**src/rtl/disp_scan.sv**
```systemverilog
`default_nettype none
// ============================================================================
//  Module      : disp_scan
//  Description : Time-multiplexed scanner for a 4-digit common-anode display.
//                Presents one packed-BCD digit at a time on `dig` (to the
//                BCD-to-seven-segment decoder) together with the matching
//                active-low anode enable. Digits are latched once per frame
//                (at slot-0 entry) so a frame never mixes old and new values.
//                Masked digits can be blinked for adjust mode.
//
//  Ports       : clk          system clock
//                rst          synchronous reset, active-high
//                digits[15:0] packed BCD {d3,d2,d1,d0}, d0 = rightmost
//                blink_en     enables blinking of masked digits
//                blink_mask   bit i = 1 blinks digit i
//                dig[3:0]     BCD value of the selected digit (registered)
//                an[3:0]      anode enables, active-low (registered)
//                frame_start  one-cycle pulse on slot-0 entry (registered)
//
//  Options     : DISP_LEADING_ZERO_BLANK_EN - when defined, digits 3..1 are
//                blanked while they and every digit to their left are zero.
//
//  Revision    : 1.0 - initial release
// ============================================================================
module disp_scan #(
    parameter int REFRESH_DIV = 100000,  // cycles per digit slot, >= 2
    parameter int BLINK_DIV   = 50000000 // cycles per blink half-period, >= 2
) (
    input  logic        clk,
    input  logic        rst,
    input  logic [15:0] digits,
    input  logic        blink_en,
    input  logic [3:0]  blink_mask,
    output logic [3:0]  dig,
    output logic [3:0]  an,
    output logic        frame_start
);

    localparam int c_REF_W = $clog2(REFRESH_DIV);
    localparam int c_BLK_W = $clog2(BLINK_DIV);

    logic [c_REF_W-1:0] r_ref_cnt;
    logic [1:0]         r_slot;
    logic [15:0]        r_shadow;
    logic [c_BLK_W-1:0] r_blink_cnt;
    logic               r_blink_phase;
    logic [3:0]         r_dig;
    logic [3:0]         r_an;
    logic               r_frame_start;

    logic               w_tick;
    logic               w_blink_tc;
    logic [1:0]         w_next;
    logic [3:0]         w_lz_blank;
    logic               w_blank;

    assign w_tick     = (r_ref_cnt == c_REF_W'(REFRESH_DIV - 1));
    assign w_blink_tc = (r_blink_cnt == c_BLK_W'(BLINK_DIV - 1));
    assign w_next     = r_slot + 2'd1;

`ifdef DISP_LEADING_ZERO_BLANK_EN
    // Digit i is a leading zero when it and every digit to its left are zero.
    // Only slots 1..3 are ever considered; the rightmost digit always shows.
    assign w_lz_blank[0] = 1'b0;
    for (genvar gi = 1; gi < 4; gi++) begin : g_lz
        assign w_lz_blank[gi] = (r_shadow[15:4*gi] == '0);
    end
`else
    assign w_lz_blank = 4'b0000;
`endif

    // Blanking uses the live mask and the current phase at the tick; the
    // digit value is still driven so the decoder path is unchanged.
    assign w_blank = (blink_en & blink_mask[w_next] & r_blink_phase)
                   | w_lz_blank[w_next];

    // Slot timing and digit selection
    always_ff @(posedge clk) begin
        if (rst) begin
            r_ref_cnt     <= '0;
            r_slot        <= 2'd3;   // first tick advances to slot 0
            r_shadow      <= 16'h0000;
            r_dig         <= 4'h0;
            r_an          <= 4'b1111;
            r_frame_start <= 1'b0;
        end else begin
            r_frame_start <= 1'b0;
            if (w_tick) begin
                r_ref_cnt <= '0;
                r_slot    <= w_next;
                if (w_next == 2'd0) begin
                    // New frame: capture all digits at once, and show d0
                    // straight from the input since shadow updates this edge.
                    r_shadow      <= digits;
                    r_dig         <= digits[3:0];
                    r_frame_start <= 1'b1;
                end else begin
                    r_dig <= r_shadow[{w_next, 2'b00} +: 4];
                end
                r_an <= w_blank ? 4'b1111 : ~(4'b0001 << w_next);
            end else begin
                r_ref_cnt <= r_ref_cnt + 1'b1;
            end
        end
    end

    // Blink timebase; held at zero while disabled so enabling always begins
    // with a visible half-period.
    always_ff @(posedge clk) begin
        if (rst || !blink_en) begin
            r_blink_cnt   <= '0;
            r_blink_phase <= 1'b0;
        end else if (w_blink_tc) begin
            r_blink_cnt   <= '0;
            r_blink_phase <= ~r_blink_phase;
        end else begin
            r_blink_cnt <= r_blink_cnt + 1'b1;
        end
    end

    assign dig         = r_dig;
    assign an          = r_an;
    assign frame_start = r_frame_start;

endmodule
`default_nettype wire

```
**config.mk**
```make
export PLATFORM = sky130hd
export DESIGN_NAME = disp_scan
export DESIGN_NICKNAME = d
export VERILOG_FILES = /design/src/rtl/disp_scan.sv
export SDC_FILE = /design/constraint.sdc
export NUM_CORES = 1
export LEC_CHECK = 0
export ABC_CLOCK_PERIOD_IN_PS = 2600
export BUFFER_PORTS_ARGS = -buffer_cell sky130_fd_sc_hd__buf_2
export CORE_MARGIN = 5
export CORE_UTILIZATION = 58
export CTS_CLUSTER_SIZE = 20
export DETAILED_ROUTE_END_ITERATION = 16
export HOLD_SLACK_MARGIN = 0.05
export MAX_ROUTING_LAYER = met4
export PLACE_DENSITY = 0.88
export REMOVE_ABC_BUFFERS = 1
export SKIP_CTS_REPAIR_TIMING = 1
export SLEW_MARGIN = 10
export SYNTH_ARGS = -nofsm -noshare
export SYNTH_HDL_FRONTEND = slang
export SYNTH_SLANG_ARGS = --single-unit
```
**constraint.sdc**
```tcl
create_clock -name clk -period 2.6 [get_ports clk]
set_clock_uncertainty 0.2 [all_clocks]
set_input_delay 0 -clock clk [delete_from_list [all_inputs] [get_ports clk]]
set_output_delay 0 -clock clk [all_outputs]
set_load 0.05 [all_outputs]
```
==> Word level (Yosys, flattened, before mapping) <==
Cells that the tools add are included.
{ "totals": {"register_bits": 71, "latchBits": 0, "ramBits": 0, "mem_bits_ro": 0, "input_bits": 23, "out_inout_bits": 9, "word_cells": 36, "memories": 0} }
{ "classes": {"add_sub_neg": 3, "multipliers": 0, "div_mod_pow": 0, "order_cmp": 1, "eq_ne": 2, "n_shift": 2, "muxes": 7, "bitwise_logic": 6, "n_reduce_logical": 7} }
{ "op_table": {"columns": ["operator", "count"], "rows": [
  ["$add A26 B1 Y26 const B", 1],
  ["$eq A26 B26 Y1 const B", 1],
  ["$add A17 B1 Y17 const B", 1],
  ["$eq A17 B17 Y1 const B", 1],
  ["$shiftx A16 B5 Y4", 1],
  ["$mux W4", 2],
  ["$reduce_or A2 Y1", 3],
  ["$bmux W1 S2", 2],
  ["$not A4 Y4", 1],
  ["$shl A1 B2 Y4 const A", 1],
  ["$lt A2 B3 Y1 const B", 1],
  ["$mux W1", 3],
  ["$add A2 B1 Y2 const B", 1],
  ["$and A1 B1 Y1", 2],
  ["$logic_not A2 Y1", 1],
  ["$not A1 Y1", 2],
  ["$reduce_and A2 Y1", 1],
  ["$logic_not A1 Y1", 1],
  ["$logic_or A1 B1 Y1", 1],
  ["$or A1 B1 Y1", 1]
]} }

==> Longest topological paths before layout <==
{ "depth": {"depth_word": 7, "depth_mapped": 8, "ltp_nobuf": 5} }

==> Least setup slack after synthesis <==
No wires, ideal clock.
{ "synth_timing": {"path_type": "register to register", "from": "reg r_slot[0]", "to": "reg r_dig[1], in the netlist dig[1]", "setup_time_ns": 0.138, "arrival_time_ns": 2.012, "required_time_ns": 2.262, "setup_slack_ns": 0.251, "stages_incl_launch_ff": 8, "n_path_buf": 2, "synth_period_minus_slack_ns": 2.349, "cell_sequence": "dfxtp_1 clkbuf_1 inv_1 ha_1 clkbuf_1 mux4_2 mux2i_1 a211oi_1"} }
{ "synth_between": {"elab_chain_len": 3, "elab_cells_between_ends": 4, "classes_between": "add/sub (1); shift (1); mux (1); reduce/logical (1)"} }
{ "synth_lines": {"columns": ["element", "line", "rtl"], "rows": [
  ["start: declaration", "43", "logic [1:0] r_slot;"],
  ["start signal: assignment", "90", "r_slot <= w_next;"],
  ["$add A2 B1 Y2 *", "59", "assign w_next = r_slot + 2'd1;"],
  ["via w_next[0]", "53", "logic [1:0] w_next;"],
  ["$shiftx A16 B5 Y4 / $logic_not A2 Y1 (equally long branches)", "98, 91", null],
  ["$mux W4 *", "91", "if (w_next == 2'd0) begin"],
  ["end signal: assignment", "95", "r_dig <= digits[3:0];"],
  ["end signal: assignment", "98", "r_dig <= r_shadow[{w_next, 2'b00} +: 4];"],
  ["end: declaration", "47", "logic [3:0] r_dig;"]
]} }
Mark *: on every way through the listed nets, which the timed path passes. The rest lies on a longest branch.
A chain may end at the register's enable or synchronous reset.

==> Final worst setup path <==
{ "layout_timing": {"from": "reg r_blink_cnt[0]", "to": "reg r_blink_cnt[24]"} }
{ "layout_between": {"elab_chain_len": 2, "elab_cells_between_ends": 3, "classes_between": "add/sub (1); eq/ne (1); reduce/logical (1)"} }
{ "layout_lines": {"columns": ["element", "line", "rtl"], "rows": [
  ["start: declaration", "45", "logic [c_BLK_W-1:0] r_blink_cnt;"],
  ["start signal: assignment", "117", "r_blink_cnt <= r_blink_cnt + 1'b1;"],
  ["parallel branches: the longest is 2 deep, another holds $add A26 B1 Y26", null, null]
]} }
Several ways; the timed one is not identified.

==> summary.txt <==
Final layout
  • NumNets Final: about 440
  • Synthesis-to-finish area growth: 17.6%
  • # fillers: ~400
  • Multi-input gate area: approximately 1700 um^2
  • Reg area: around 1400 um^2
  • Ant. Diodes: 0
  • Share of cells above drive strength 1: 16.0%
  • Util after Layout: 69.6%

CTS
  • Clock sink total: slightly above 70
  • Clock slew at reported path FFs: 80 ps
  • Clk buf depth: 2
  • Clk root buf: clkbuf_8
  • H-tree lvl count: 3
  • Clock latency on the worst-skew pair: around 340 ps
  • TritonCTS clock tree: built
  • CTS buffer count: 9

Global route
  • Initial antenna violation count: 0
  • Vias in the first global route: 2574
  • First-pass GRT wire length: about 12000 um
  • Largest net degree at the start of global routing: 34
  • Gr usage total: 20.0%
  • Total grt overflow: 0

Synthesis
  • Synth Instances: about 360
  • Number of flops mapped to enable cells by yosys: 0
  • Mean post-synth cell area: between 8 and 9 um^2
  • Synth Register Bits: 71
  • Post-synthesis cell type count: between 40 and 50
  • Mapped cell area: about 3200 um^2
  • Largest cells by area after synthesis: dfxtp_1 44%, a21oi_1 5.1%, nand3_1 4.4%
  • Post-synthesis sequential area ratio: 44.2%
  • Synth area leader: dfxtp_1
  • Yosys Warn Count: 0
  • Post-synth top area share: roughly 44%
  • Main synth FF type: dfxtp_1
  • Ys async rst share: 0%
  • Most frequent cell after synthesis: dfxtp_1
  • Commonest cells in the netlist: 71 x dfxtp_1, 35 x nor2_1, 33 x a21oi_1, 28 x nand3_1, 25 x o21ai_0

STA
  • Minimum clock period: about 2400 ps
  • F_max: 0.416 GHz
  • Measured slew at the worst slew-check pin: about 590 ps
  • Setup TNS: 0 ps
  • RSZ-0062 raised after global routing: false
  • Final setup vio count: 0
  • Max-slew headroom: about three fifths
  • Final Hold Fails: 0
  • Slew Limit Fails: 0
  • Final period util: ~92%

Placement
  • I/O Buffers: 31
  • Routability cong.: 0.789
  • Dpl hpwl: roughly 4500 um

Setup path
  • CP max stage cell: or4_1
  • Crit path max fanout: 8
  • Worst R2R Path Depth: 5
  • Slowest Stage Delay on Critical Path: 670 ps
  • Crit path arrival time: approximately 2500 ps
  • WP data required: 2680 ps
  • Crit-path cells: ha_1, nand4_4, or4_1, or4_1, a21oi_1
  • Crit path capture type: register
  • Worst Setup Start Kind: register
  • Most frequent CP cell: or4_1
  • Setup CP Type: reg2reg

Die
  • Core area: about 5400 um^2
  • Row cnt: 27
  • Initial Util: 59.1%
  • Die Y: ~84 um
  • Die width: around 84 um
  • Die ar.: 7140 um^2
  • I/O pin cnt: 32

Drt
  • First drt pass iteration count: 5
  • WL met1: between 3000 and 4000 um
  • DRC viols: 0
  • DRT antenna net count: 0
  • DR iter-0 viols: around 250
  • DR WL met2: 3520 um
  • WL met3: about 500 um
  • Via count: between 2000 and 3000
  • Top layer in use: met4
  • Vias per cell: ~6.0
  • WL final: ~7300 um
  • Wire per inst: roughly 15 um

Run status
  • Status: finished clean

Power and ir drop
  • PD cells: 522 nW/um^2
  • Worst vdd ir: 0.377 mV
  • Lkg Pwr: ~1.3 nW

Run
  • Max Cap Viol: 0

Min path
  • Hold Crit Depth: 4
  • Hold Path Class: in2reg
==> area by class of cell <==
class / instances / share of cell area, %
flip-flops and latches: 71 / 37.6
repair buffers: 55 / 10.1
clock buffers: 11 / 4.00
well taps: 72 / 2.38
multi-input cells: 260 / 44.0
clock inverters: 5 / 0.860
inverters: 11 / 1.09
==> sequential cells by signal (all words and copies together), names as in the netlist <==
signal / count
an: 4
dig: 4
frame_start: 1
r_blink_cnt: 26
r_blink_phase: 1
r_ref_cnt: 17
r_shadow: 16
r_slot: 2
==> power by group <==
part / internal [W] / switching, W
Sequential: 0.00109 / 0.00000470
Combinational: 0.0000400 / 0.0000366
Clock: 0.000395 / 0.000408
==> cells by family (layout without fill, tap and decap cells) <==
family                   Yosys count  count (layout)  share of synthesized area (%)
AO/OA/AOI/OAI                     79              79                           14.0
buffers and inverters             33              82                           4.01
multiplexers                       8               8                           4.43
flip-flops                        71              71                           44.2
XOR/XNOR                          22              22                           5.99
adder cells (fa/ha/maj)            6               6                           2.33
AND/OR/NAND/NOR                  145             145                           25.0
==> cell usage in the layout, fill, tap and decap left out, types with 13 or more instances in the layout <==
cell,n
o21ai_0,25
buf_2,31
nor2_1,35
dfxtp_1,71
a21oi_1,33
dlygate4sd3_1,18
nand3_1,28
nand2_1,14
nand4_1,14
xor2_1,13
==> layer usage <==
| layer | track usage, % | vias up |
|---|---|---|
| met2 | 30.9 | 131 |
| met1 | 25.4 | 1352 |
| li1 | - | 1416 |
| met3 | 3.93 | 22 |
| met4 | 9.21 | 0 |
| met5 | - | - |
==> stage by stage <==
stage                     power [W]  area (um^2)  setup WS (ps)  std cells  hold WS [ps]
after global placement      0.00117         3420            265        451          53.1
final                       0.00198         3780            196        485           125
after global routing        0.00206         3780           36.2        485           150
after detailed placement    0.00118         3420            233        451          61.2
after CTS                   0.00197         3600            204        467          -308
after floorplan             0.00114         3130            118        342          -131
==> worst paths after layout <==
check        slack, ps                    endpoint                       from
max                200  r_blink_cnt[24]$_SDFF_PP0_  r_blink_cnt[0]$_SDFF_PP0_
min                120          an[2]$_SDFFE_PP1N_              blink_mask[1]
max reg2reg        200  r_blink_cnt[24]$_SDFF_PP0_  r_blink_cnt[0]$_SDFF_PP0_
min reg2reg        250     r_ref_cnt[0]$_SDFF_PP0_    r_ref_cnt[0]$_SDFF_PP0_
==> critical path, delay by kind of cell (launching register included) <==
kind            cells  cell delay (ps)
simple gates        3             1340
fa+ha+maj           1              270
compound gates      1              140
flops               1              390
(Power assumes the default switching activity.)
